**src/rtl/branch_sequencer.sv**
```systemverilog
// Branch/jump sequencer: decodes control-transfer ops, runs the ALU compare handshake, resolves next PC.
// Optional BRANCH_STATS_EN adds taken_cnt / resolved_cnt statistics outputs.
module branch_sequencer (
  input  logic        clock,
  input  logic        reset,
  input  logic        instr_valid,
  output logic        instr_ready,
  input  logic [5:0]  op,
  input  logic [5:0]  funct,
  input  logic [15:0] imm,
  input  logic [25:0] target,
  input  logic [31:0] pc,
  input  logic [31:0] rs_val,
  output logic [2:0]  BranchSelect,
  output logic        alu_start,
  input  logic        alu_done,
  input  logic        LineSelection,
  output logic [31:0] pc_next,
  output logic        pc_load,
  output logic        flush,
  output logic        timeout_err
`ifdef BRANCH_STATS_EN
  ,
  output logic [15:0] taken_cnt,
  output logic [15:0] resolved_cnt
`endif
);

  localparam logic [2:0] SEL_NONE = 3'b101;
  localparam logic [7:0] WAIT_LAST = 8'd254;

  typedef enum logic [2:0] {IDLE, ISSUE, WAIT, RESOLVE, LOAD} state_t;

  typedef struct packed {
    logic [2:0]  sel;
    logic        isJ;
    logic        isJr;
    logic [15:0] imm;
    logic [25:0] target;
    logic [31:0] pc;
    logic [31:0] rsVal;
  } instr_t;

  state_t      state, nextState;
  instr_t      lat;
  logic [7:0]  waitCnt;
  logic [31:0] pcNextReg;
  logic        takenReg;

  logic [2:0]  decSel;
  logic        decJ, decJr;
  logic [31:0] pcPlus4, resolvePc;
  logic        resolveTaken;

  always_comb begin
    decSel = SEL_NONE;
    decJ   = 1'b0;
    decJr  = 1'b0;
    case (op)
      6'h00: if (funct == 6'h08) begin decSel = 3'b000; decJr = 1'b1; end
      6'h02: begin decSel = 3'b000; decJ = 1'b1; end
      6'h04: decSel = 3'b001;
      6'h05: decSel = 3'b010;
      6'h07: decSel = 3'b011;
      6'h06: decSel = 3'b100;
      default: ;
    endcase
  end

  // Resolution works only from latched fields; live inputs are ignored after acceptance.
  always_comb begin
    pcPlus4      = lat.pc + 32'd4;
    resolveTaken = 1'b1;
    if (lat.isJr)     resolvePc = lat.rsVal;
    else if (lat.isJ) resolvePc = {pcPlus4[31:28], lat.target, 2'b00};
    else begin
      resolveTaken = LineSelection;
      resolvePc    = LineSelection ? pcPlus4 + {{14{lat.imm[15]}}, lat.imm, 2'b00} : pcPlus4;
    end
  end

  always_ff @(posedge clock) begin
    if (reset) state <= IDLE;
    else       state <= nextState;
  end

  always_comb begin
    nextState = state;
    case (state)
      IDLE:    if (instr_valid) begin
                 if (decJ || decJr)         nextState = RESOLVE;
                 else if (decSel != SEL_NONE) nextState = ISSUE;
               end
      ISSUE:   nextState = alu_done ? RESOLVE : WAIT;
      WAIT:    if (alu_done)                nextState = RESOLVE;
               else if (waitCnt == WAIT_LAST) nextState = IDLE;
      RESOLVE: nextState = LOAD;
      LOAD:    nextState = IDLE;
      default: nextState = IDLE;
    endcase
  end

  always_comb begin
    instr_ready  = (state == IDLE);
    alu_start    = (state == ISSUE);
    pc_load      = (state == LOAD);
    flush        = (state == LOAD) && takenReg;
    BranchSelect = (state == IDLE || state == LOAD) ? SEL_NONE : lat.sel;
    pc_next      = pcNextReg;
  end

  always_ff @(posedge clock) begin
    if (reset) begin
      lat         <= '0;
      lat.sel     <= SEL_NONE;
      waitCnt     <= '0;
      pcNextReg   <= '0;
      takenReg    <= 1'b0;
      timeout_err <= 1'b0;
    end else begin
      if (state == IDLE && instr_valid)
        lat <= '{sel: decSel, isJ: decJ, isJr: decJr, imm: imm, target: target, pc: pc, rsVal: rs_val};
      waitCnt <= (state == WAIT) ? waitCnt + 8'd1 : 8'd0;
      if (state == WAIT && !alu_done && waitCnt == WAIT_LAST)
        timeout_err <= 1'b1;
      if (state == RESOLVE) begin
        pcNextReg <= resolvePc;
        takenReg  <= resolveTaken;
      end
    end
  end

`ifdef BRANCH_STATS_EN
  always_ff @(posedge clock) begin
    if (reset) begin
      taken_cnt    <= '0;
      resolved_cnt <= '0;
    end else if (state == LOAD) begin
      resolved_cnt <= resolved_cnt + 16'd1;
      if (takenReg) taken_cnt <= taken_cnt + 16'd1;
    end
  end
`endif

endmodule

```
**config.mk**
```make
export PLATFORM = sky130hd
export DESIGN_NAME = branch_sequencer
export DESIGN_NICKNAME = d
export VERILOG_FILES = /design/src/rtl/branch_sequencer.sv
export SDC_FILE = /design/constraint.sdc
export NUM_CORES = 1
export LEC_CHECK = 0
export ABC_AREA = 1
export BUFFER_PORTS_ARGS = -buffer_cell sky130_fd_sc_hd__clkbuf_2
export CORE_ASPECT_RATIO = 0.7
export CORE_MARGIN = 5
export CORE_UTILIZATION = 50
export DETAILED_ROUTE_END_ITERATION = 10
export PLACE_DENSITY = 0.72
export RECOVER_POWER = 100
export SYNTH_ARGS = -nofsm -noshare
export SYNTH_HDL_FRONTEND = slang
export SYNTH_SLANG_ARGS = --single-unit
```
**constraint.sdc**
```tcl
create_clock -name clock -period 3.75 [get_ports clock]
set_input_delay 0.375 -clock clock [delete_from_list [all_inputs] [get_ports clock]]
set_output_delay 0.375 -clock clock [all_outputs]
set_load 0.005 [all_outputs]
```
==> key figures, run 1 <==
Status
  • Status: finished, violations left
  • Violated checks: max-capacitance violations, max-slew violations

Global route
  • Total gr overflow: 0
  • Largest net degree at the start of global routing: 72
  • First-pass GRT wire length: 52,100 um
  • Initial antenna violation count: 0
  • Aggregate global-route resource usage: 30.0%
  • Vias in the first global route: 9,501

Placement
  • Dpl ws: 0.293 ns
  • IO Port Bufs: 162
  • Routability cong.: 1.05
  • Dpl hpwl: 25,800 um

Worst setup path
  • Worst path required time: 4.11 ns
  • CP startpoint: lat[34]$_SDFFE_PP0P_
  • CP cell instances: inv_1 > nor2_2 > nand2_2 > nor2_4 > nand3b_2 > nor2_2 > xor2_2 > inv_1 > ha_1 > nand2_1 > nor2_1 > nand2_1 > nor2_1 > nand2_1 > nand2_1 > nand2_1 > nand2_1 > nand2_1 > nand2_1 > nand2_1 > a21oi_2
  • Critical path's slowest cell: dfxtp_1
  • Worst Path Arrival: 3.81 ns
  • Reg2Reg Launch Point: lat[34]$_SDFFE_PP0P_
  • Worst Setup EP: pc_next[31]$_SDFFE_PP0P_
  • CP Buf/Inv Count: 2
  • Critical Path End Type: register
  • Worst Path Max Fanout: 5
  • CP most frequent cell: nand2_1
  • Slowest stage delay, CP: 0.43 ns
  • Levels on crit path: 21
  • Reg2reg path depth: 21
  • Kind of cell adding the most delay to the critical path: simple AND/OR/NAND/NOR gates
  • Critical path class: register to register
  • Capturing point of the worst reg2reg path: pc_next[31]$_SDFFE_PP0P_
  • Flop2flop setup slack: 0.31 ns
  • CP Launch Type: register

Routing
  • Drt total wl: 33,100 um
  • Routed len/inst: 18.0 um
  • Post-route ant nets: 0
  • DRC: 0
  • 1st-iter DRT viols: 1,135
  • Vias per inst: 5.51
  • Drt pass-1 iters: 5
  • Total number of vias: 10,100

Die
  • Row cnt: 41
  • Die X: 174 um
  • Die Height: 125 um
  • Initial core utilization: 51.5%
  • Die Footprint: 21,600 um2
  • # IOs: 163
  • Core Box Area: 18,200 um2

Timing
  • Rel. slew slack: -66.4%
  • Worst-Margin Slew: 2.50 ns
  • Setup tns final: 0 ns
  • Final setup margin: 0.306 ns
  • Final Hold Fails: 0
  • Max-slew violations: 61
  • Highest Clock Rate: 0.290 GHz
  • Setup violators final: 0
  • Fin crit period: 3.44 ns
  • RSZ-0062 raised after global routing: false
  • Final setup skew: 0.0103 ns
  • Fin crit share: 91.8%

Synthesis
  • Synth unique cells: 47
  • Synthesized Nets: 1,609
  • Number of enable flip-flop cells after synthesis: 0
  • Synth warnings: 0
  • Fraction of the yosys area taken by sequential cells: 33.3%
  • Post-Syn Area: 9380 um2
  • Main synth FF type: dfxtp_1
  • Ys async rst share: 0%
  • Flops & latches, synth: 156
  • Syn avg cell area: 6.48 um2
  • Syn Inst Count: 1,446

Power
  • Power per Cell Area: 521 nW/um2
  • Peak supply drop: 0.000274 V
  • Pleak: 5.08 nW

Finish
  • Footprint of the multi-input gates: 5330 um2
  • Diodes inserted: 0
  • Share of layout cells above drive strength 1: 13.5%
  • Fillers: 1,835
  • Storage element area: 3120 um2
  • Layout area overhead: 15.9%
  • Final net count: 1,748

Clocking
  • Root Buffer: clkbuf_16
  • Clock sink total: 156
  • Clk slew on worst S/H paths: 0.07 ns
  • Cts hold-fix bufs: 0
  • CTS buffer count: 17
  • Post-CTS sizing: 0
  • CTS tree: built
  • Setup bufs post-CTS: 0
  • Bufs on Longest Clock Path: 2
  • H-tree depth: 4
  • Latest clock arrival within the worst-skew pair: 0.44 ns

Run
  • Max_cap viols: 1

Hold path
  • Worst Hold Class: primary input to register
stage by stage:
step                hold slack [ns]  cells  area, um2  util [%]  total power, mW
floorplan                     0.425   1446       9380         -             3.29
global placement              0.435   1802      10300      56.6             3.89
global route                  0.166   1834      10900      59.7             5.97
detailed placement            0.439   1802      10300      56.6             3.91
CTS                           0.156   1834      10900      59.9             5.64
finish                        0.159   1834      10900      59.7             5.66
worst register-to-register path, cell delays in order (launching register included):
cell,delay (ns)
dfxtp_1,0.43
inv_1,0.14
nor2_2,0.21
nand2_2,0.13
nor2_4,0.15
nand3b_2,0.15
nor2_2,0.15
xor2_2,0.31
inv_1,0.12
ha_1,0.41
nand2_1,0.15
nor2_1,0.25
nand2_1,0.09
nor2_1,0.15
nand2_1,0.07
nand2_1,0.07
nand2_1,0.05
nand2_1,0.06
nand2_1,0.04
nand2_1,0.07
nand2_1,0.06
a21oi_2,0.11
state kept, by name, summed over array words and instances, names as in the netlist:
| name | cells |
|---|---|
| lat | 111 |
| pc_next | 32 |
| waitCnt | 8 |
| state | 3 |
| takenReg | 1 |
| timeout_err | 1 |
where the power goes:
part           leakage, nW  internal [mW]  total, mW  switching (mW)
combinational         3.51          0.582       1.87            1.29
clock                0.292          0.897       1.74           0.847
sequential            1.28           1.88       2.05           0.168
total                 5.08           3.36       5.66            2.30
kinds of logic after synthesis:
kind of cell               share of synthesized area, %
adders and majority gates                          5.42
and+or+nand+nor                                    29.6
DFF                                                33.3
buffers and inverters                              10.0
xor gates and xnor gates                           2.52
AOI/OAI and AO/OA                                  19.1
cell usage in the layout, fill, tap and decap left out, types with 5 or more instances in the layout:
cell type,netlist,routed
nor2_1,88,90
a221oi_1,8,8
o211ai_1,7,7
nor3_1,16,15
buf_4,2,11
nor2_2,10,9
clkbuf_16,0,17
o21bai_1,5,5
nand2_1,411,410
nand2_2,8,8
o21ai_0,88,88
ha_1,39,39
inv_1,168,169
xor2_1,20,18
clkbuf_2,0,136
nand4_1,15,15
xnor2_1,7,7
a21oi_1,209,209
clkbuf_1,37,31
nand3_1,87,87
dfxtp_1,156,156
Yosys cell counts (4+ instances only):
library cell,number,area share (%)
xnor2_1,7,0.65
nor3_1,16,0.85
a21oi_1,209,11
nor2_1,88,3.5
nor2_2,10,0.67
ha_1,39,5.2
dfxtp_1,156,33
xor2_1,20,1.9
nand2_2,8,0.53
clkbuf_8,5,0.73
nand3_1,87,4.6
nor2_4,4,0.48
inv_1,168,6.7
o21ai_0,88,4.7
nand2_1,411,16
buf_2,11,0.59
nand4_1,15,1.0
o211ai_1,7,0.56
o21bai_1,5,0.40
a221oi_1,8,0.75
clkbuf_1,37,1.5
nand3b_1,4,0.32
worst min-delay path by stage:
stage,endpoint,slack (ns),start,depth (start not counted)
after floorplan,lat[64]$_SDFFE_PP0P_,0.42,lat[64]$_SDFFE_PP0P_,2
after global placement,lat[74]$_SDFFE_PP0P_,0.43,lat[74]$_SDFFE_PP0P_,2
after detailed placement,lat[74]$_SDFFE_PP0P_,0.44,lat[74]$_SDFFE_PP0P_,2
after CTS,lat[32]$_SDFFE_PP0P_,0.16,pc[0],3
after global routing,lat[32]$_SDFFE_PP0P_,0.17,pc[0],3
final,lat[32]$_SDFFE_PP0P_,0.16,pc[0],3
layer usage:
layer	vias up	track usage, %	wire length [um]
li1	4997	-	-
met1	4664	47.3	16400
met2	412	42.1	13200
met3	27	5.95	3120
met4	0	5.77	364
met5	-	0	0
layout make-up:
class / count / area share, %
tap: 236 / 2.72
sequential: 156 / 28.7
multi-input combinational: 1060 / 49.0
clock inverter: 15 / 1.54
clock buffer: 17 / 3.91
inverter: 172 / 5.94
timing repair buffer: 178 / 8.09
Power figures use the tool's default switching activity.
==> inputs of run 2 (changes only) <==
--- a/config.mk
+++ b/config.mk
@@ -11,7 +11,7 @@
 export CORE_MARGIN = 5
 export CORE_UTILIZATION = 50
 export DETAILED_ROUTE_END_ITERATION = 10
-export PLACE_DENSITY = 0.72
+export PLACE_DENSITY = 0.8
 export RECOVER_POWER = 100
 export SYNTH_ARGS = -nofsm -noshare
 export SYNTH_HDL_FRONTEND = slang
==> run 2 against run 1 <==
Compared with the run above: sequential power barely moved; count of clock-buffer cells in the layout rose by 1; final area fell by 0.32%; clock skew rose by 0.0032 ns; total power fell by 2.0%; the run still ends with max-capacitance violations, max-slew violations left; largest cell class unchanged; combinational power fell by 2%; wire length fell by 2.4%; via count barely moved; worst hold slack improved by 0.0052 ns; first-iteration DRC count fell by 3.1%; global-route usage fell by 1.1 points; non-clock buffer count rose by 2; largest power group unchanged.
==> key figures, run 2 (synthesis results as in run 1) <==
Global route
  • First-pass GRT wire length: 50,200 um
  • Largest net degree at the start of global routing: 152
  • Aggregate global-route resource usage: 29.0%
  • Vias in the first global route: 9,409
  • Initial antenna violation count: 1
  • Total gr overflow: 0

Die
  • Row cnt: 41
  • Initial core utilization: 51.5%
  • # IOs: 163
  • Core Box Area: 18,200 um2
  • Die Footprint: 21,600 um2
  • Die X: 174 um
  • Die Height: 125 um

Worst setup path
  • Kind of cell adding the most delay to the critical path: simple AND/OR/NAND/NOR gates
  • Worst Path Max Fanout: 5
  • Critical Path End Type: register
  • Slowest stage delay, CP: 0.56 ns
  • CP Buf/Inv Count: 2
  • Capturing point of the worst reg2reg path: pc_next[22]$_SDFFE_PP0P_
  • Worst Path Arrival: 3.80 ns
  • Critical path class: register to register
  • CP Launch Type: register
  • CP most frequent cell: nand3_1
  • Critical path's slowest cell: o21ai_0
  • Reg2Reg Launch Point: lat[34]$_SDFFE_PP0P_
  • Flop2flop setup slack: 0.30 ns
  • Worst path required time: 4.10 ns
  • CP cell instances: inv_1 > nor2_2 > xor2_1 > inv_1 > ha_1 > nand2_1 > o21ai_0 > nand3_1 > nand3b_1 > nand3_1 > nand2_1 > nand2_1 > nand3_1 > nand3_1 > a21oi_1
  • Reg2reg path depth: 15

Placement
  • Placed Area: 10,300 um2
  • Dpl ws: 0.384 ns
  • IO Port Bufs: 162
  • Dpl hpwl: 25,000 um
  • Routability cong.: 1.02

Hold path
  • Hold path depth: 3
  • Hold EP: lat[70]$_SDFFE_PP0P_
  • Worst Hold Class: primary input to register
  • HP Start: target[6]

Finish
  • Final net count: 1,750
  • Post-route cell area: 10,800 um2
  • Largest reg by FF count: lat
  • Diodes inserted: 0
  • Share of layout cells above drive strength 1: 13.3%
  • Largest register FFs: 111
  • Commonest non-fill, non-tap cell in the layout: nand2_1
  • Storage element area: 3120 um2
  • Commonest cells after routing, fill and taps aside: nand2_1 (410), a21oi_1 (209), inv_1 (169)
  • Footprint of the multi-input gates: 5310 um2
  • Fillers: 1,753
  • Layout area overhead: 15.5%

Routing
  • DRC: 0
  • Vias per inst: 5.50
  • Total number of vias: 10,103
  • 1st-iter DRT viols: 1,100
  • Drt pass-1 iters: 6
  • Post-route ant nets: 0
  • Drt total wl: 32,300 um
  • Routed len/inst: 17.6 um

Timing
  • Hold WS: 0.164 ns
  • RSZ-0062 raised after global routing: false
  • Setup tns final: 0 ns
  • Rel. slew slack: -26.8%
  • Fin crit period: 3.45 ns
  • Max-slew violations: 241
  • Worst-Margin Slew: 1.90 ns
  • Fin crit share: 92.1%
  • Final setup margin: 0.297 ns
  • Highest Clock Rate: 0.290 GHz
  • Setup violators final: 0
  • Final setup skew: 0.0135 ns
  • Final Hold Fails: 0

Clocking
  • Root Buffer: clkbuf_16
  • Post-CTS sizing: 0
  • Latest clock arrival within the worst-skew pair: 0.43 ns
  • Clk slew on worst S/H paths: 0.07 ns
  • CTS buffer count: 17
  • CTS tree: built
  • H-tree depth: 4
  • Cts hold-fix bufs: 0
  • Setup bufs post-CTS: 0
  • Clock sink total: 156
  • Bufs on Longest Clock Path: 2

Power
  • Clock power share: 29.9%
  • Power share of the combinational group: 33.0%
  • Switching Fraction: 39.9%
  • Pleak: 5.06 nW
  • Peak supply drop: 0.000515 V
  • Power per Cell Area: 512 nW/um2
  • P_int: 3.34 mW
  • NetSw: 2.21 mW
  • Register share of total power: 37.1%

Status
  • Violated checks: max-capacitance violations, max-slew violations
  • Status: finished, violations left

Run
  • Max_cap viols: 1
[run 2: changes by cell type in the layout (fill, tap and decap cells not counted), moves of 2 or more]
cell	change
buf_4	+3
clkbuf_2	-2
clkinv_8	-3
clkinvlp_4	+3
xor2_1	+2
xor2_2	-2
[run 2: worst register-to-register path, cell delays in order (launching register included)]
cell and delay [ns]:
dfxtp_1 0.42, inv_1 0.14, nor2_2 0.21, xor2_1 0.32, inv_1 0.08, ha_1 0.35
nand2_1 0.10, o21ai_0 0.56, nand3_1 0.15, nand3b_1 0.23, nand3_1 0.13, nand2_1 0.08
nand2_1 0.05, nand3_1 0.09, nand3_1 0.24, a21oi_1 0.23
[run 2: how the worst max path moves through the flow]
| stage | from | to | cells past startpoint |
|---|---|---|---|
| after floorplan | lat[34]$_SDFFE_PP0P_ | pc_next[26]$_SDFFE_PP0P_ | 20 |
| after global placement | lat[34]$_SDFFE_PP0P_ | pc_next[22]$_SDFFE_PP0P_ | 19 |
| after detailed placement | lat[34]$_SDFFE_PP0P_ | pc_next[31]$_SDFFE_PP0P_ | 23 |
| after CTS | lat[34]$_SDFFE_PP0P_ | pc_next[22]$_SDFFE_PP0P_ | 19 |
| after global routing | lat[34]$_SDFFE_PP0P_ | pc_next[22]$_SDFFE_PP0P_ | 19 |
| final | lat[34]$_SDFFE_PP0P_ | pc_next[22]$_SDFFE_PP0P_ | 15 |
[run 2: cell type report]
type                            count  area share, %
Clock buffer                       18           3.96
Clock inverter                     14           1.20
Inverter                          172           5.96
Multi-Input combinational cell   1060           49.0
Sequential cell                   156           28.8
Tap cell                          236           2.73
Timing Repair Buffer              180           8.31
[run 2: power groups by stage]
stage | Sequential (mW) | Combinational, mW | Clock (mW)
finish | 2.06 | 1.83 | 1.66
global route | 2.09 | 2.03 | 1.74
CTS | 2.06 | 1.81 | 1.67
detailed placement | 2.09 | 1.79 | 0
global placement | 2.08 | 1.78 | 0
floorplan | 2.03 | 1.26 | 0
[run 2: metal layers]
layer  track usage [%]  vias to the layer above  part of all wire, %  routed length (um)
met1              42.5                     4574                   46               15000
li1                  -                     4999                    -                   -
met2              42.0                      479                   41               13200
met5                 0                        -                0.022                   7
met4              6.89                        2                  2.0                 647
met3              8.01                       49                   11                3430
[run 2: through the flow]
step / power [mW] / cells / util, %
2_1_floorplan: 3.29 / 1446 / -
3_3_place_gp: 3.87 / 1804 / 56.8
3_5_place_dp: 3.88 / 1804 / 56.8
4_1_cts: 5.53 / 1836 / 59.9
6_report: 5.55 / 1836 / 59.5
5_1_grt: 5.86 / 1836 / 59.5
==> inputs of run 3 (changes only) <==
--- a/config.mk
+++ b/config.mk
@@ -8,7 +8,7 @@
 export ABC_AREA = 1
 export BUFFER_PORTS_ARGS = -buffer_cell sky130_fd_sc_hd__clkbuf_2
 export CORE_ASPECT_RATIO = 0.7
-export CORE_MARGIN = 5
+export CORE_MARGIN = 1
 export CORE_UTILIZATION = 50
 export DETAILED_ROUTE_END_ITERATION = 10
 export PLACE_DENSITY = 0.8
==> run 3 against run 2 <==
Compared with the run above: the run ends with design-rule violations left; via count decreased by 0.82%; clock skew decreased by 0.0022 ns; sequential cell count unchanged; count of clock-buffer cells in the layout unchanged; sequential power barely moved; total power rose by 1.1%; largest cell class unchanged; highest routed layer unchanged.
==> key figures, run 3 (synthesis results as in run 1) <==
Worst setup path
  • Worst Path Arrival: 3.70 ns
  • Reg2Reg Launch Point: lat[34]$_SDFFE_PP0P_
  • CP Launch Type: register
  • Flop2flop setup slack: 0.32 ns
  • Capturing point of the worst reg2reg path: pc_next[20]$_SDFFE_PP0P_
  • CP startpoint: lat[34]$_SDFFE_PP0P_
  • Reg2reg path depth: 19
  • Worst path required time: 4.02 ns
  • Worst Setup EP: pc_next[20]$_SDFFE_PP0P_
  • Critical Path End Type: register
  • Worst Path Max Fanout: 5
  • Critical path class: register to register

Placement
  • Dpl hpwl: 24,000 um
  • Dpl ws: 0.493 ns
  • Routability cong.: 1.02
  • IO Port Bufs: 162

Timing
  • Setup tns final: 0 ns
  • Fin crit period: 3.43 ns
  • Rel. slew slack: 4.35%
  • RSZ-0062 raised after global routing: false
  • Highest Clock Rate: 0.292 GHz
  • Setup violators final: 0
  • Worst-Margin Slew: 1.43 ns
  • Final Hold Fails: 0
  • Fin crit share: 91.5%
  • Final setup margin: 0.320 ns
  • Final setup skew: 0.0113 ns
  • Max-slew violations: 0

Status
  • Status: finished, violations left
  • Violated checks: design-rule violations

Routing
  • Drt total wl: 31,400 um
  • 1st-iter DRT viols: 1,042
  • Vias per inst: 5.46
  • DRC: 5
  • Drt pass-1 iters: 8
  • Routed len/inst: 17.1 um
  • Total number of vias: 10,020
  • Post-route ant nets: 0

Clocking
  • Cts hold-fix bufs: 0
  • Root Buffer: clkbuf_16
  • H-tree depth: 4
  • Latest clock arrival within the worst-skew pair: 0.44 ns
  • Bufs on Longest Clock Path: 2
  • Clock sink total: 156
  • Setup bufs post-CTS: 0
  • CTS tree: built
  • CTS buffer count: 17
  • Post-CTS sizing: 0
  • Clk slew on worst S/H paths: 0.07 ns

Die
  • Die Height: 117 um
  • Initial core utilization: 51.6%
  • Core Box Area: 18,200 um2
  • Die Footprint: 19,300 um2
  • Row cnt: 41
  • Die X: 166 um
  • # IOs: 163

Finish
  • Share of layout cells above drive strength 1: 12.9%
  • Layout area overhead: 15.6%
  • Diodes inserted: 0
  • Largest reg by FF count: lat
  • Commonest cells after routing, fill and taps aside: nand2_1 (410), a21oi_1 (209), inv_1 (169)
  • Commonest non-fill, non-tap cell in the layout: nand2_1
  • Largest register FFs: 111
  • Final net count: 1,749

Global route
  • Aggregate global-route resource usage: 33.1%
  • Total gr overflow: 0
  • Initial antenna violation count: 1
  • First-pass GRT wire length: 49,100 um
  • Vias in the first global route: 9,058
  • Largest net degree at the start of global routing: 90

Run
  • Max_cap viols: 0

Power
  • P_int: 3.40 mW
  • Power share of the combinational group: 32.6%
  • Register share of total power: 36.5%
  • Clock power share: 30.9%
  • NetSw: 2.21 mW
  • Pleak: 5.07 nW
  • Power per Cell Area: 518 nW/um2
  • Peak supply drop: 0.000278 V
  • Switching Fraction: 39.5%

Hold path
  • Worst Hold Class: primary input to register
run 3: cell count changes in the layout (fill, tap and decap cells not counted), moves of 2 or more:
cell,change
buf_4,-2
clkbuf_1,+2
clkinv_4,+2
clkinvlp_4,-3
run 3: power by group through the flow:
stage	combinational, mW	sequential (mW)	clock, mW
2_1_floorplan	1.26	2.03	0
3_3_place_gp	1.79	2.07	0
3_5_place_dp	1.80	2.08	0
4_1_cts	1.81	2.04	1.75
5_1_grt	2.04	2.07	1.83
6_report	1.83	2.05	1.73
run 3: final cells by class:
class,instances,area (um2)
repair buffers,179,885
clock buffers,18,429
inverters,172,646
flip-flops and latches,156,3120
multi-input cells,1060,5300
clock inverters,14,158
fillers,1815,7320
well taps,236,295
run 3: worst min path at each step:
stage	start	endpoint	slack, ns	depth (start not counted)
detailed placement	lat[108]$_SDFFE_PP1P_	lat[108]$_SDFFE_PP1P_	0.45	2
CTS	target[12]	lat[76]$_SDFFE_PP0P_	0.16	3
floorplan	lat[64]$_SDFFE_PP0P_	lat[64]$_SDFFE_PP0P_	0.42	2
finish	target[12]	lat[76]$_SDFFE_PP0P_	0.16	3
global placement	lat[74]$_SDFFE_PP0P_	lat[74]$_SDFFE_PP0P_	0.44	2
global route	rs_val[6]	lat[6]$_SDFFE_PP0P_	0.17	3
run 3: layer usage:
| layer | global-route usage [%] | vias to the layer above | wire [um] |
|---|---|---|---|
| met5 | 0 | - | 13 |
| met4 | 8.22 | 2 | 491 |
| met3 | 9.05 | 53 | 3100 |
| met2 | 49.9 | 430 | 12800 |
| met1 | 46.7 | 4526 | 14900 |
| li1 | - | 5009 | - |
run 3: through the flow:
step                      utilization [%]  area, um2  total power, mW  std cells  hold slack [ns]
after floorplan                         -       9380             3.29       1446            0.425
after global placement               56.8      10300             3.86       1803            0.436
after detailed placement             56.8      10300             3.88       1803            0.446
after CTS                            60.1      10900             5.60       1835            0.159
after global routing                 59.7      10800             5.94       1835            0.168
final                                59.7      10800             5.61       1835            0.163
run 3: critical path, cell delays in order, from the launching register on:
cell	delay, ns
dfxtp_1	0.42
ha_1	0.23
inv_1	0.07
nor2_2	0.16
inv_1	0.08
nor2_1	0.29
xor2_1	0.19
inv_1	0.07
ha_1	0.36
nand2_1	0.12
nor2_1	0.26
inv_1	0.13
nor2_1	0.24
nand4_1	0.17
nand3_1	0.14
nand2_1	0.06
nand3_1	0.07
nand2_1	0.10
nand2_1	0.08
a21oi_1	0.06
